[src/rtl/eth_cfg_pkg.sv]
// Shared constants and helpers for the MAC-side Ethernet configuration registers.
// Holds the register offsets, AXI response codes and the address decode.
package eth_cfg_pkg;

    localparam logic [11:0] UWA0_OFF = 12'h700;
    localparam logic [11:0] UWA1_OFF = 12'h704;
    localparam logic [11:0] UCNT_OFF = 12'h708;

    localparam logic [1:0] RESP_OKAY   = 2'b00;
    localparam logic [1:0] RESP_SLVERR = 2'b10;

    localparam logic [47:0] DEFAULT_MAC = 48'h00_0A_35_00_00_00;

    typedef enum logic [1:0] {
        REG_UWA0,
        REG_UWA1,
        REG_UCNT,
        REG_NONE
    } reg_sel_e;

    function automatic reg_sel_e decode(input logic [31:0] base, input logic [31:0] addr);
        if (addr[1:0] != 2'b00)                return REG_NONE;
        if (addr == base + {20'h0, UWA0_OFF}) return REG_UWA0;
        if (addr == base + {20'h0, UWA1_OFF}) return REG_UWA1;
        if (addr == base + {20'h0, UCNT_OFF}) return REG_UCNT;
        return REG_NONE;
    endfunction

    function automatic logic [31:0] merge_bytes(input logic [31:0] old,
                                                input logic [31:0] wdata,
                                                input logic [3:0]  strb);
        logic [31:0] r;
        r = old;
        for (int unsigned i = 0; i < 4; i++) begin
            if (strb[i]) r[8*i +: 8] = wdata[8*i +: 8];
        end
        return r;
    endfunction

endpackage

[src/rtl/axil_hold_reg.sv]
// One-deep valid/ready holding register with a full flag.
// ready is registered and mirrors ~full; pop empties the slot.
module axil_hold_reg #(
    parameter int unsigned WIDTH = 32
) (
    input  logic             clk,
    input  logic             rst,
    input  logic [WIDTH-1:0] data,
    input  logic             valid,
    output logic             ready,
    input  logic             pop,
    output logic             full,
    output logic [WIDTH-1:0] held
);

    logic take;
    assign take = valid & ready;

    // take and pop are exclusive: take needs ~full, pop is only issued while full
    always_ff @(posedge clk or posedge rst) begin
        if (rst) begin
            full  <= 1'b0;
            ready <= 1'b0;
            held  <= '0;
        end else if (take) begin
            held  <= data;
            full  <= 1'b1;
            ready <= 1'b0;
        end else if (pop) begin
            full  <= 1'b0;
            ready <= 1'b1;
        end else begin
            ready <= ~full;
        end
    end

endmodule

[src/rtl/eth_mac_cfg_regs.sv]
// AXI-Lite register bank holding the unicast station address for the MAC filter.
// A UWA1 write commits {UWA1, UWA0} atomically and pulses addr_update.
module eth_mac_cfg_regs
    import eth_cfg_pkg::*;
#(
    parameter logic [31:0] BASE_ADDR = 32'h40C0_0000,
    parameter logic [47:0] RESET_MAC = DEFAULT_MAC
) (
    input  logic        aclk,
    input  logic        areset,
    input  logic [31:0] S_AXI_AWADDR,
    input  logic        S_AXI_AWVALID,
    output logic        S_AXI_AWREADY,
    input  logic [31:0] S_AXI_WDATA,
    input  logic [3:0]  S_AXI_WSTRB,
    input  logic        S_AXI_WVALID,
    output logic        S_AXI_WREADY,
    output logic [1:0]  S_AXI_BRESP,
    output logic        S_AXI_BVALID,
    input  logic        S_AXI_BREADY,
    input  logic [31:0] S_AXI_ARADDR,
    input  logic        S_AXI_ARVALID,
    output logic        S_AXI_ARREADY,
    output logic [31:0] S_AXI_RDATA,
    output logic [1:0]  S_AXI_RRESP,
    output logic        S_AXI_RVALID,
    input  logic        S_AXI_RREADY,
    output logic [47:0] unicast_addr,
    output logic        addr_update,
    output logic        addr_valid
);

    logic        aw_full, w_full, exec;
    logic [31:0] aw_addr;
    logic [35:0] w_held;
    logic [31:0] w_data;
    logic [3:0]  w_strb;
    logic [31:0] uwa0;
    logic [15:0] uwa1, uwa1_new;
    logic [7:0]  ucnt;
    reg_sel_e    wsel, rsel;
    logic [31:0] rd_mux;
    logic [1:0]  rd_resp;

    assign exec = aw_full & w_full & ~S_AXI_BVALID;

    axil_hold_reg #(.WIDTH(32)) u_aw_hold (
        .clk   (aclk),
        .rst   (areset),
        .data  (S_AXI_AWADDR),
        .valid (S_AXI_AWVALID),
        .ready (S_AXI_AWREADY),
        .pop   (exec),
        .full  (aw_full),
        .held  (aw_addr)
    );

    axil_hold_reg #(.WIDTH(36)) u_w_hold (
        .clk   (aclk),
        .rst   (areset),
        .data  ({S_AXI_WSTRB, S_AXI_WDATA}),
        .valid (S_AXI_WVALID),
        .ready (S_AXI_WREADY),
        .pop   (exec),
        .full  (w_full),
        .held  (w_held)
    );

    assign w_data   = w_held[31:0];
    assign w_strb   = w_held[35:32];
    assign wsel     = decode(BASE_ADDR, aw_addr);
    assign uwa1_new = {w_strb[1] ? w_data[15:8] : uwa1[15:8],
                       w_strb[0] ? w_data[7:0]  : uwa1[7:0]};

    always_ff @(posedge aclk or posedge areset) begin
        if (areset) begin
            uwa0         <= RESET_MAC[31:0];
            uwa1         <= RESET_MAC[47:32];
            ucnt         <= '0;
            unicast_addr <= RESET_MAC;
            addr_update  <= 1'b0;
            addr_valid   <= 1'b0;
            S_AXI_BVALID <= 1'b0;
            S_AXI_BRESP  <= '0;
        end else begin
            addr_update <= 1'b0;
            if (S_AXI_BVALID && S_AXI_BREADY) S_AXI_BVALID <= 1'b0;
            if (exec) begin
                S_AXI_BVALID <= 1'b1;
                S_AXI_BRESP  <= RESP_OKAY;
                case (wsel)
                    REG_UWA0: uwa0 <= merge_bytes(uwa0, w_data, w_strb);
                    REG_UWA1: begin
                        uwa1         <= uwa1_new;
                        unicast_addr <= {uwa1_new, uwa0};
                        ucnt         <= ucnt + 8'd1;
                        addr_update  <= 1'b1;
                        addr_valid   <= 1'b1;
                    end
                    default:  S_AXI_BRESP <= RESP_SLVERR;
                endcase
            end
        end
    end

    assign rsel = decode(BASE_ADDR, S_AXI_ARADDR);

    always_comb begin
        rd_mux  = '0;
        rd_resp = RESP_OKAY;
        case (rsel)
            REG_UWA0: rd_mux = uwa0;
            REG_UWA1: rd_mux = {16'h0, uwa1};
            REG_UCNT: rd_mux = {24'h0, ucnt};
            default:  rd_resp = RESP_SLVERR;
        endcase
    end

    // Read data is sampled from the registers before the same edge's write lands
    always_ff @(posedge aclk or posedge areset) begin
        if (areset) begin
            S_AXI_ARREADY <= 1'b0;
            S_AXI_RVALID  <= 1'b0;
            S_AXI_RDATA   <= '0;
            S_AXI_RRESP   <= '0;
        end else if (S_AXI_ARVALID && S_AXI_ARREADY) begin
            S_AXI_RVALID  <= 1'b1;
            S_AXI_ARREADY <= 1'b0;
            S_AXI_RDATA   <= rd_mux;
            S_AXI_RRESP   <= rd_resp;
        end else if (S_AXI_RVALID && S_AXI_RREADY) begin
            S_AXI_RVALID  <= 1'b0;
            S_AXI_ARREADY <= 1'b1;
        end else begin
            S_AXI_ARREADY <= ~S_AXI_RVALID;
        end
    end

endmodule
[config.mk]
export PLATFORM = sky130hd
export DESIGN_NAME = eth_mac_cfg_regs
export DESIGN_NICKNAME = d
export VERILOG_FILES = /design/src/rtl/eth_cfg_pkg.sv /design/src/rtl/axil_hold_reg.sv /design/src/rtl/eth_mac_cfg_regs.sv
export SDC_FILE = /design/constraint.sdc
export NUM_CORES = 1
export LEC_CHECK = 0
export ABC_AREA = 1
export BUFFER_PORTS_ARGS = -buffer_cell sky130_fd_sc_hd__buf_2
export CAP_MARGIN = 10
export CORE_UTILIZATION = 54
export CTS_CLUSTER_DIAMETER = 100
export CTS_CLUSTER_SIZE = 10
export DETAILED_ROUTE_END_ITERATION = 12
export PLACE_DENSITY = 0.88
export SYNTH_ARGS = -nofsm -noshare
export SYNTH_HDL_FRONTEND = slang
export SYNTH_SLANG_ARGS = --single-unit
[constraint.sdc]
create_clock -name aclk -period 7.95 [get_ports aclk]
set_input_delay 0.795 -clock aclk [delete_from_list [all_inputs] [get_ports aclk]]
set_output_delay 0.795 -clock aclk [all_outputs]
set_load 0.005 [all_outputs]
# --- Word level (Yosys, flattened, before mapping) ---
# Cells that the tools add are included.
op_classes:
  n_addsub: 1
  n_mul: 0
  div_mod_pow: 0
  magnitude_cmp: 0
  eq_ne: 9
  n_shift: 0
  n_mux: 56
  bitwise: 8
  reduce_logical: 18
op_table:
  columns: ["cell", "count"]
  rows:
  - ["$eq 32x31->1 const B", 6]
  - ["$pmux 32 s3", 1]
  - ["$mux 2", 18]
  - ["$mux 1", 35]
  - ["$mux 8", 2]
  - ["$reduce_and 3->1", 4]
  - ["$reduce_bool 2->1", 6]
  - ["$add 8x1->8 const B", 1]
  - ["$and 1x1->1", 4]
  - ["$eq 2x1->1 const B", 2]
  - ["$logic_not 2->1", 2]
  - ["$not 1->1", 4]
  - ["$logic_and 1x1->1", 3]
  - ["$reduce_or 3->1", 1]
  - ["$eq 2x2->1 const B", 1]
  - ["$reduce_and 2->1", 1]
  - ["$reduce_or 2->1", 1]
word_totals:
  register_bits: 217
  latch_bits: 0
  mem_bits_rw: 0
  rom_bits: 0
  inputBits: 107
  output_inout_bits: 91
  word_cells: 113
  mem_count: 0

# --- Longest topological paths before layout ---
# Gate-level depths: netlist of run 1.
logic_depth:
  depth_word: 15
  ltp_mapped: 11
  depth_no_buf: 9

# --- Hierarchy ---
# A second synthesis of run 1 with hierarchy kept.
hier_totals:
  cells_unflattened: 1026
  hier_area_um2: 8824.7
modules_own_cells:
  columns: ["module", "instances", "cells_each", "area_per_inst_um2", "seq_area_each_um2"]
  rows:
  - ["eth_mac_cfg_regs", 1, 713, 5849.4, 3190.6]
  - ["axil_hold_reg (u_w_hold)", 1, 165, 1515.2, 950.9]
  - ["axil_hold_reg (u_aw_hold)", 1, 148, 1460.2, 850.8]

# --- Worst setup path after synthesis of run 1 ---
# Ideal clock, no wire load.
synth_path:
  kind: "input to register"
  start: "input S_AXI_ARADDR[4]"
  end: "register S_AXI_RDATA[22]"
  setup_time_ps: 96
  arrival_ps: 1749
  required_ps: 7854
  slack_ps: 6105
  stages: 8
  n_path_buf: 1
  cell_sequence: "inv_1 -> nand2_1 -> nor2_1 -> nand2_1 -> nor2_4 -> nand2_2 -> buf_2 -> o31ai_1"
synth_between:
  elab_chain_cells: 11
  word_cells_on_any_way: 23
  cone_classes: "eq/ne (5); mux (17); reduce/logical (1)"
synth_rtl:
  columns: ["element", "line_no", "source"]
  rows:
  - ["from (decl)", "eth_mac_cfg_regs.sv:21", "input logic [31:0] S_AXI_ARADDR,"]
  - ["$eq 32x31->1", "eth_cfg_pkg.sv:25", "if (addr == base + {20'h0, UCNT_OFF}) return REG_UCNT;"]
  - ["$mux 1 (2 in series)", "eth_cfg_pkg.sv:25", null]
  - ["$mux 1", "eth_cfg_pkg.sv:24", "if (addr == base + {20'h0, UWA1_OFF}) return REG_UWA1;"]
  - ["$mux 1", "eth_cfg_pkg.sv:23", "if (addr == base + {20'h0, UWA0_OFF}) return REG_UWA0;"]
  - ["$mux 2", "eth_cfg_pkg.sv:26", "return REG_NONE;"]
  - ["$mux 2", "eth_cfg_pkg.sv:25", null]
  - ["$mux 2 *", "eth_cfg_pkg.sv:24", null]
  - ["$mux 2 *", "eth_cfg_pkg.sv:23", null]
  - ["$eq 2x2->1, or another cell as far along", "eth_mac_cfg_regs.sv:111", "case (rsel)"]
  - ["$pmux 32 s3 *", "eth_mac_cfg_regs.sv:111", null]
  - ["to (signal assigned)", "eth_mac_cfg_regs.sv:129", "S_AXI_RDATA <= rd_mux;"]
  - ["to (decl)", "eth_mac_cfg_regs.sv:24", "output logic [31:0] S_AXI_RDATA,"]
# Mark *: on every way between the ends. The rest lies on a longest branch, timed or not. The select of a mux whose other input is x is not followed.
# A chain may end at the register's enable or synchronous reset.

# --- Worst setup path after layout of run 1 ---
layout_path:
  start: "register u_aw_hold.held[26]"
  end: "register uwa0[5]"
layout_between:
  elab_chain_cells: 11
  word_cells_on_any_way: 21
  cone_classes: "eq/ne (3); mux (16); reduce/logical (2)"
layout_rtl:
  columns: ["element", "line_no", "source"]
  rows:
  - ["from (decl)", "axil_hold_reg.sv:13", "output logic [WIDTH-1:0] held"]
  - ["from (signal assigned)", "axil_hold_reg.sv:26", "held <= data;"]
  - ["$eq 32x31->1", "eth_cfg_pkg.sv:25", null]
  - ["$mux 1 (2 in series)", "eth_cfg_pkg.sv:25", null]
  - ["$mux 1", "eth_cfg_pkg.sv:24", null]
  - ["$mux 1", "eth_cfg_pkg.sv:23", null]
  - ["$mux 2", "eth_cfg_pkg.sv:26", null]
  - ["$mux 2", "eth_cfg_pkg.sv:25", null]
  - ["$mux 2 *", "eth_cfg_pkg.sv:24", null]
  - ["$mux 2 *", "eth_cfg_pkg.sv:23", null]
  - ["$logic_not 2->1 *", "eth_mac_cfg_regs.sv:91", "case (wsel)"]
  - ["$reduce_and 3->1 (no source line) *", null, null]
  - ["to (signal assigned)", "eth_mac_cfg_regs.sv:77", "uwa0 <= RESET_MAC[31:0];"]
  - ["to (signal assigned)", "eth_mac_cfg_regs.sv:92", "REG_UWA0: uwa0 <= merge_bytes(uwa0, w_data, w_strb);"]
  - ["to (decl)", "eth_mac_cfg_regs.sv:38", "logic [31:0] uwa0;"]
# Marked as above.

==> results of run 1 <==
-- sequential cells by signal (all words and copies together) (netlist names) --
name / flops
S_AXI_ARREADY: 1
S_AXI_BRESP: 1
S_AXI_BVALID: 1
S_AXI_RDATA: 32
S_AXI_RRESP: 1
S_AXI_RVALID: 1
addr_update: 1
addr_valid: 1
u_aw_hold.full: 1
u_aw_hold.held: 32
u_aw_hold.ready: 1
u_w_hold.full: 1
u_w_hold.held: 36
u_w_hold.ready: 1
ucnt: 8
unicast_addr: 47
uwa0: 32
uwa1: 1
-- routing by layer --
metal,global-route usage,vias up,share of wire
met5,0,-,0.0018
met2,0.3770,310,0.44
met1,0.3622,3351,0.45
li1,-,3492,-
met4,0.08964,6,0.018
met3,0.07245,37,0.084
-- area by class of cell --
class,count,share of cell area
Timing Repair Buffer,202,0.1034
Clock inverter,12,0.01221
Inverter,71,0.02751
Clock buffer,20,0.04404
Sequential cell,199,0.4922
Tap cell,211,0.02603
Multi-Input combinational cell,668,0.2936
Antenna cell,4,0.0009869
-- Yosys cell counts (7+ instances only) --
cell      instances  area, sq um
nand4_1          40        250.2
buf_6             7        78.83
inv_1            68        255.2
dfstp_2          10        262.8
dfrtp_1         189         4730
clkbuf_1         20        75.07
buf_2            14        70.07
o21ai_0          30        150.1
o31ai_1          16        120.1
o21ai_2          10        87.58
nor2_1           29        108.9
nand3_1          53        265.3
o21ai_1          28        140.1
nand2_1         427         1603
-- critical path, delay by kind of cell, from the launching register on --
kind             cells  cell delay [ns]
flip-flops           1             0.38
AND/OR/NAND/NOR      8             1.83
-- report_power, final --
| group | internal [W] | switching [W] |
|---|---|---|
| Combinational | 0.000147 | 0.000289 |
| Sequential | 0.00119 | 0.000148 |
| Clock | 0.000471 | 0.000372 |
| Total | 0.00181 | 0.000809 |
-- cell usage in the layout, fill, tap and decap left out, types with 5 or more instances in the layout --
cell type	netlist	layout
clkbuf_16	0	17
dfrtp_1	189	189
nand2_1	427	427
nor2_1	29	29
buf_2	14	195
nor2_2	5	5
inv_1	68	67
nand4_1	40	40
o21ai_1	28	28
nand3_1	53	53
clkinv_2	0	6
dfstp_2	10	10
o31ai_1	16	16
o21ai_2	10	10
o21ai_0	30	30
buf_4	3	6
-- worst min-delay path by stage --
stage | start | endpoint | slack, ns | cells after the start
CTS | uwa0[29] | uwa0[29] | 0.46 | 2
floorplan | uwa0[10] | uwa0[10] | 0.44 | 2
finish | uwa0[29] | uwa0[29] | 0.46 | 2
detailed placement | uwa0[29] | uwa0[29] | 0.45 | 2
global placement | uwa0[28] | uwa0[28] | 0.45 | 2
global route | uwa0[29] | uwa0[29] | 0.48 | 2
-- through the flow --
step                      area (sq um)  setup slack (ns)
final                            10140             5.615
after global routing             10130             5.397
after CTS                        10100             5.595
after detailed placement          9534             5.368
after global placement            9534             5.382
after floorplan                   8507             1.746
-- cells by family (layout without fill, tap and decap cells) --
group / Yosys count / in the layout / synth area share
simple gates: 570 / 570 / 0.2794
flops: 199 / 199 / 0.5871
buf+inv: 120 / 305 / 0.06312
compound gates: 88 / 88 / 0.06121
xor+xnor: 7 / 7 / 0.007210
fa+ha+maj: 1 / 1 / 0.001471
other cells: 1 / 6 / 0.0004410
==> out/metrics.cfg, run 1 <==
[setup_path]
arrival_ns=2.65
cp-start-kind=flip-flop
required_ns=8.27
reg2reg_slack_ns=5.61
cpMaxStageDelayCell=nor2_4
rr_startpoint=u_aw_hold.held[26]
r2r_cells=8
criticalPathCategory=flip-flop to flip-flop
critical_path.max_stage_delay_ns=0.65
crit_fanout=36
worst_setup_path_end_kind=flip-flop
crit_path_end=uwa0[5]
startpoint=u_aw_hold.held[26]
r2r_end=uwa0[5]
crit_path_cell_trace=nor2_1 > nand3_1 > nor2_1 > nand2_2 > nor2_4 > nand3_1 > nand2_1 > nand2_1

[clocking]
cts_resized=0
postCtsHoldBufs=0
cts_setup_buffers=0
clockBufferDepth=2
clock-sinks=199
cts_made_buffers=17
cts-root-buf=clkbuf_16
htree_levels=4
tritoncts=yes
clk-insertion-delay-late_ns=0.44
path_clk_slew_ns=0.07

[route]
via_per_inst=5.188
routedWlPerCell_um=14.25
routed_wl_mm=19.77
drc=0
dr.first_iter.drc_count=686
dr_total_vias=7196
drtAntennaViolNets=0
drt_pre_antenna_iters=5

[yosys]
async_flop_share=1.000
synth-seq-area-share=0.5871
syn-cell-area_sq_mm=0.008503
yosysUniqueCellTypes=33
synth_seq_cells=199
yosysWarningCount=0
yosys_most_used_dff=dfrtp_1
synth_cells=986
synth_edf_count=0
avgSynthCellArea_sq_um=8.624

[sta]
finClkSkew_ns=0.01151
hold_slack_ns=0.4641
finalHoldViolCount=0
setup_viol=0
drv_slew=0
rsz0062_at_grt=false
min_period_ns=2.335
tightestPinTransition_ns=1.027
max_slew_margin=0.3155
fmax_mhz=428.3
min_period_over_period=0.2937
fin_setup_tns_ns=0

[layout]
fin_util=0.6647
layout-drive-gt1-share=0.2295
num-fill-cells=1216
area_growth_pct=19.28
fin_cells=1387
regArea_sq_mm=0.004992
nets=1267
multi_input_comb_area_sq_mm=0.002978

[placement]
dp_cells=1350
hpwl_mm=13.67
port_buffers=195
finalWeightedCongestion=0.8137

[job]
max_cap_viol_count=0

[die]
num_rows=45
io_pins=198
die_y_um=127.5
coreArea_sq_mm=0.01526
dieArea_sq_mm=0.01625
start_util=0.5573
dieWidth_um=127.5

[global_route]
first_global_vias=6546
grt_max_degree=116
grt_pass1_wl_mm=32.64
track_usage=0.2552
grt-ovfl-total=0
antenna_found_initial=7

[power]
total_power_w=0.002621
leakagePower_nw=5.441
powerDensity_mw_per_mm2=258.4
ir_drop_uv=235.8

[status]
status=completed

[min_path]
min_path_type=flip-flop to flip-flop

Note: power is estimated with default switching activity, not from simulation.
==> run 2: changes to the inputs <==
--- a/config.mk
+++ b/config.mk
@@ -8,11 +8,11 @@
 export ABC_AREA = 1
 export BUFFER_PORTS_ARGS = -buffer_cell sky130_fd_sc_hd__buf_2
 export CAP_MARGIN = 10
-export CORE_UTILIZATION = 54
+export CORE_UTILIZATION = 49
 export CTS_CLUSTER_DIAMETER = 100
 export CTS_CLUSTER_SIZE = 10
 export DETAILED_ROUTE_END_ITERATION = 12
-export PLACE_DENSITY = 0.88
+export PLACE_DENSITY = 0.85
 export SYNTH_ARGS = -nofsm -noshare
 export SYNTH_HDL_FRONTEND = slang
 export SYNTH_SLANG_ARGS = --single-unit
==> constraint.sdc (replaced) <==
create_clock -name aclk -period 2 [get_ports aclk]
set_input_delay 0.2 -clock aclk [delete_from_list [all_inputs] [get_ports aclk]]
set_output_delay 0.2 -clock aclk [all_outputs]
set_load 0.005 [all_outputs]
==> out/metrics.cfg, run 2 (synthesis gave the netlist of run 1 again) <==
[setup_path]
required_ns=2.30
criticalPathCategory=flip-flop to flip-flop
reg2reg_slack_ns=0.16
crit_fanout=57
arrival_ns=2.14
worst_setup_path_end_kind=flip-flop
cp-start-kind=flip-flop
r2r_cells=9

[die]
num_rows=47
start_util=0.5074
dieArea_sq_mm=0.01788
io_pins=198
coreArea_sq_mm=0.01676
dieWidth_um=133.7
die_y_um=133.7

[route]
dr.first_iter.drc_count=677
drc=0
routedWlPerCell_um=14.70
dr_total_vias=7527
drt_pre_antenna_iters=5
routed_wl_mm=21.64
drtAntennaViolNets=0
via_per_inst=5.113

[power]
ir_drop_uv=801.0
p_int_w=0.007304
comb_power_share=0.183
leakagePower_nw=5.800
power_frac_seq=0.503
total_power_w=0.01062
pwr-share-clk=0.314
switching_share=0.3122
p_sw_w=0.003315
powerDensity_mw_per_mm2=964.2

[global_route]
antenna_found_initial=1
first_global_vias=7201
grt_max_degree=58
track_usage=0.2540
grt-ovfl-total=0
grt_pass1_wl_mm=35.65

[min_path]
min_path_type=primary input to flip-flop
hold_path_depth=3

[placement]
hpwl_mm=14.46
finalWeightedCongestion=0.8826
port_buffers=195

[clocking]
cts_setup_buffers=0
cts_made_buffers=17
htree_levels=4
tritoncts=yes
clk-insertion-delay-late_ns=0.43
clock-sinks=199
path_clk_slew_ns=0.07
clockBufferDepth=2
cts-root-buf=clkbuf_16

[sta]
fmax_mhz=542.7
fin_setup_tns_ns=0
min_period_over_period=0.9213
tightestPinTransition_ns=0.7511
hold_slack_ns=0.01491
setup_viol=0
rsz0062_at_grt=false
finClkSkew_ns=0.01228
finalHoldViolCount=0
drv_slew=0
max_slew_margin=0.4982
min_period_ns=1.843

[job]
max_cap_viol_count=0

[layout]
layout_common_cells=427 x nand2_1, 195 x buf_2, 189 x dfrtp_1, 68 x dlygate4sd3_1, 67 x inv_1
regMostFlops=unicast_addr
num-fill-cells=1292
largest_reg_flops=47
nets=1346
fin_util=0.6571
mostFrequentLayoutCell=nand2_1
multi_input_comb_area_sq_mm=0.002998
area_growth_pct=29.52
layout-drive-gt1-share=0.2270
top_regs=unicast_addr (47), u_w_hold.held (36)
regArea_sq_mm=0.004992

[status]
status=completed

[run 2: cell types whose count changed in the layout (fill, tap and decap cells not counted), moves of 2 or more]
cell,change
clkbuf_8,+3
clkinvlp_4,+2
buf_4,+4
nand3_2,+4
nand3_1,-4
clkinv_2,-4
buf_12,+8
diode_2,-3
dlygate4sd3_1,+68
[run 2: path summary, 6_finish.rpt]
| check | start | endpoint |
|---|---|---|
| min in group asynchronous | areset | u_aw_hold.held[17] |
| hold reg to reg | uwa0[26] | uwa0[26] |
| setup reg to reg | u_aw_hold.held[11] | unicast_addr[27] |
| hold / removal | S_AXI_WSTRB[2] | u_w_hold.held[34] |
| max in group asynchronous | areset | unicast_addr[33] |
| setup / recovery | u_aw_hold.held[11] | unicast_addr[27] |
[run 2: through the flow]
stage	std cells	worst slack, ns	cell area, sq um
floorplan	987	-0.7662	8511
global placement	1371	0.2795	9732
global route	1472	0.01269	11010
finish	1472	0.1574	11010
detailed placement	1371	0.2174	9732
CTS	1471	0.1925	10990
[run 2: timing repair]
action	4_1_cts	5_1_grt
hold buffers	68	0
endpoints found under the setup margin	0	16
hold endpoints to repair	86	0
gates resized for setup	0	4
[run 2: critical path, stage by stage, from the launching register on]
cell	delay (ns)
dfrtp_1	0.37
inv_1	0.07
nand4_1	0.15
nor2_2	0.18
nand2_1	0.11
nor2_4	0.18
nand2_2	0.21
buf_12	0.26
nand2_1	0.08
o21ai_0	0.08
[run 2: routing by layer]
metal	routed length [um]	share of wire	GRT usage
met2	10260	0.47	0.3926
met3	1535	0.071	0.06963
met4	376	0.017	0.08396
met5	0	0	0
met1	9461	0.44	0.3468
[run 2: layout make-up]
type	count	area share
tap	220	0.02499
multi-input combinational	668	0.2722
timing repair buffer	281	0.1718
antenna	1	0.0002272
inverter	71	0.02499
sequential	199	0.4533
clock buffer	23	0.04431
clock inverter	9	0.008180
[run 2: power groups by stage]
stage / Clock, W / Sequential, W / Combinational [W]
CTS: 0.00339 / 0.00531 / 0.00188
detailed placement: 0 / 0.00537 / 0.00176
global placement: 0 / 0.00534 / 0.00170
finish: 0.00333 / 0.00534 / 0.00194
global route: 0.00357 / 0.00543 / 0.00222
floorplan: 0 / 0.00512 / 0.00139
==> run 3: changes to the inputs <==
--- a/config.mk
+++ b/config.mk
@@ -8,11 +8,11 @@
 export ABC_AREA = 1
 export BUFFER_PORTS_ARGS = -buffer_cell sky130_fd_sc_hd__buf_2
 export CAP_MARGIN = 10
-export CORE_UTILIZATION = 49
+export CORE_UTILIZATION = 35
 export CTS_CLUSTER_DIAMETER = 100
 export CTS_CLUSTER_SIZE = 10
 export DETAILED_ROUTE_END_ITERATION = 12
-export PLACE_DENSITY = 0.85
+export PLACE_DENSITY = 0.66
 export SYNTH_ARGS = -nofsm -noshare
 export SYNTH_HDL_FRONTEND = slang
 export SYNTH_SLANG_ARGS = --single-unit
==> out/metrics.cfg, run 3 (synthesis gave the netlist of run 1 again) <==
[power]
powerDensity_mw_per_mm2=953.5
total_power_w=0.01062
ir_drop_uv=623.0
switching_share=0.3044
pwr-share-clk=0.322
p_sw_w=0.003234
leakagePower_nw=5.802
comb_power_share=0.180
p_int_w=0.007389
power_frac_seq=0.498

[layout]
nets=1348
layout-drive-gt1-share=0.2275
top_regs=unicast_addr (47), u_w_hold.held (36)
fin_area_sq_mm=0.01114
area_growth_pct=31.02
largest_reg_flops=47
layout_common_cells=427 x nand2_1, 195 x buf_2, 189 x dfrtp_1, 67 x inv_1, 64 x dlygate4sd3_1
mostFrequentLayoutCell=nand2_1
regMostFlops=unicast_addr
fin_cells=1580

[die]
coreArea_sq_mm=0.02368
io_pins=198
num_rows=56
start_util=0.3590
die_y_um=157.9
dieArea_sq_mm=0.02492
dieWidth_um=157.9

[sta]
min_period_ns=1.805
rsz0062_at_grt=false
setup_viol=0
drv_slew=0
tightestPinTransition_ns=0.6028
max_slew_margin=0.5976
finalHoldViolCount=0
fmax_mhz=554.1
finClkSkew_ns=0.009937
min_period_over_period=0.9023

[setup_path]
r2r_cells=8
reg2reg_slack_ns=0.20
cp.depth=8
required_ns=2.31
crit_fanout=65
r2r_end=addr_valid
critical_path.max_stage_delay_ns=0.40
startpoint=u_aw_hold.held[9]
crit_path_end=addr_valid
worst_setup_path_end_kind=flip-flop
crit_path_cell_trace=nand4_1 > nor2_2 > nand2_1 > nor2_4 > nand2_2 > buf_12 > clkinv_4 > or2_2
rr_startpoint=u_aw_hold.held[9]
cp-start-kind=flip-flop
cpMaxStageDelayCell=dfrtp_1
path_buf_inv=2
criticalPathCategory=flip-flop to flip-flop
path_delay_family=simple AND/OR/NAND/NOR gates
arrival_ns=2.12

[global_route]
grt_max_degree=66
grt-ovfl-total=0
grt_pass1_wl_mm=34.36
first_global_vias=6748
antenna_found_initial=7
track_usage=0.1761

[clocking]
clock-sinks=199
cts-root-buf=clkbuf_16
tritoncts=yes
cts_made_buffers=17
clk-insertion-delay-late_ns=0.43
path_clk_slew_ns=0.07
clockBufferDepth=2
htree_levels=4

[min_path]
min_path_type=primary input to flip-flop

[route]
dr_total_vias=7248
drc=0
drt_pre_antenna_iters=5
routed_wl_mm=21.50
routedWlPerCell_um=13.61
drtAntennaViolNets=0
dr.first_iter.drc_count=381
via_per_inst=4.587

[job]
max_cap_viol_count=0

[status]
status=completed

[placement]
port_buffers=195
place_area_sq_mm=0.009861
hpwl_mm=14.95
finalWeightedCongestion=0.7995
dp_cells=1474

run 3: layer usage:
layer	routed length (um)	track usage	vias to the layer above
li1	-	-	3653
met1	10380	0.2458	3359
met2	9595	0.2637	203
met3	1057	0.04353	33
met4	465	0.06380	0
met5	0	0	-
run 3: worst min path at each step:
stage / from / to / slack (ns) / cells after the start
3_3_place_gp: areset / u_w_hold.held[31] / 0.30 / 2
4_1_cts: S_AXI_WSTRB[0] / u_w_hold.held[32] / 0.0002 / 3
2_1_floorplan: S_AXI_BREADY / S_AXI_BVALID / 0.30 / 1
3_5_place_dp: areset / u_w_hold.held[27] / 0.30 / 2
5_1_grt: S_AXI_WDATA[18] / u_w_hold.held[18] / 0.006 / 3
6_report: S_AXI_WDATA[6] / u_w_hold.held[6] / 0.02 / 3
run 3: layout make-up:
class / instances / area (sq um)
well taps: 319 / 399.1
diodes: 8 / 20.02
clock inverters: 7 / 96.34
multi-input cells: 668 / 2988
fillers: 2346 / 12540
flip-flops and latches: 199 / 4992
clock buffers: 25 / 485.5
inverters: 71 / 275.3
repair buffers: 283 / 1884
run 3: stage by stage:
stage / utilization / hold WS (ns) / setup slack [ns] / setup TNS, ns
after detailed placement: 0.4164 / 0.3033 / 0.1048 / 0
after global placement: 0.4164 / 0.3011 / 0.1933 / 0
after global routing: 0.4702 / 0.006411 / 0.03286 / 0
after CTS: 0.4676 / 0.0001583 / 0.07645 / 0
after floorplan: - / 0.2964 / -0.7662 / -145.95
final: 0.4704 / 0.01851 / 0.1954 / 0
run 3: power by group through the flow:
stage | combinational [W] | sequential, W | clock [W]
final | 0.00191 | 0.00529 | 0.00342
after global routing | 0.00220 | 0.00537 | 0.00364
after CTS | 0.00191 | 0.00527 | 0.00349
after detailed placement | 0.00181 | 0.00534 | 0
after global placement | 0.00177 | 0.00531 | 0
after floorplan | 0.00139 | 0.00512 | 0
run 3: worst min-delay path: stages:
cell,delay (ns)
buf_2,0.08
nand2_1,0.07
nand2_1,0.06
run 3: timing repair:
action,in CTS,in global routing
hold buffers,63,1
buffers inserted,0,2
gates resized for setup,0,2
endpoints found under the setup margin,0,29
hold endpoints to repair,77,1
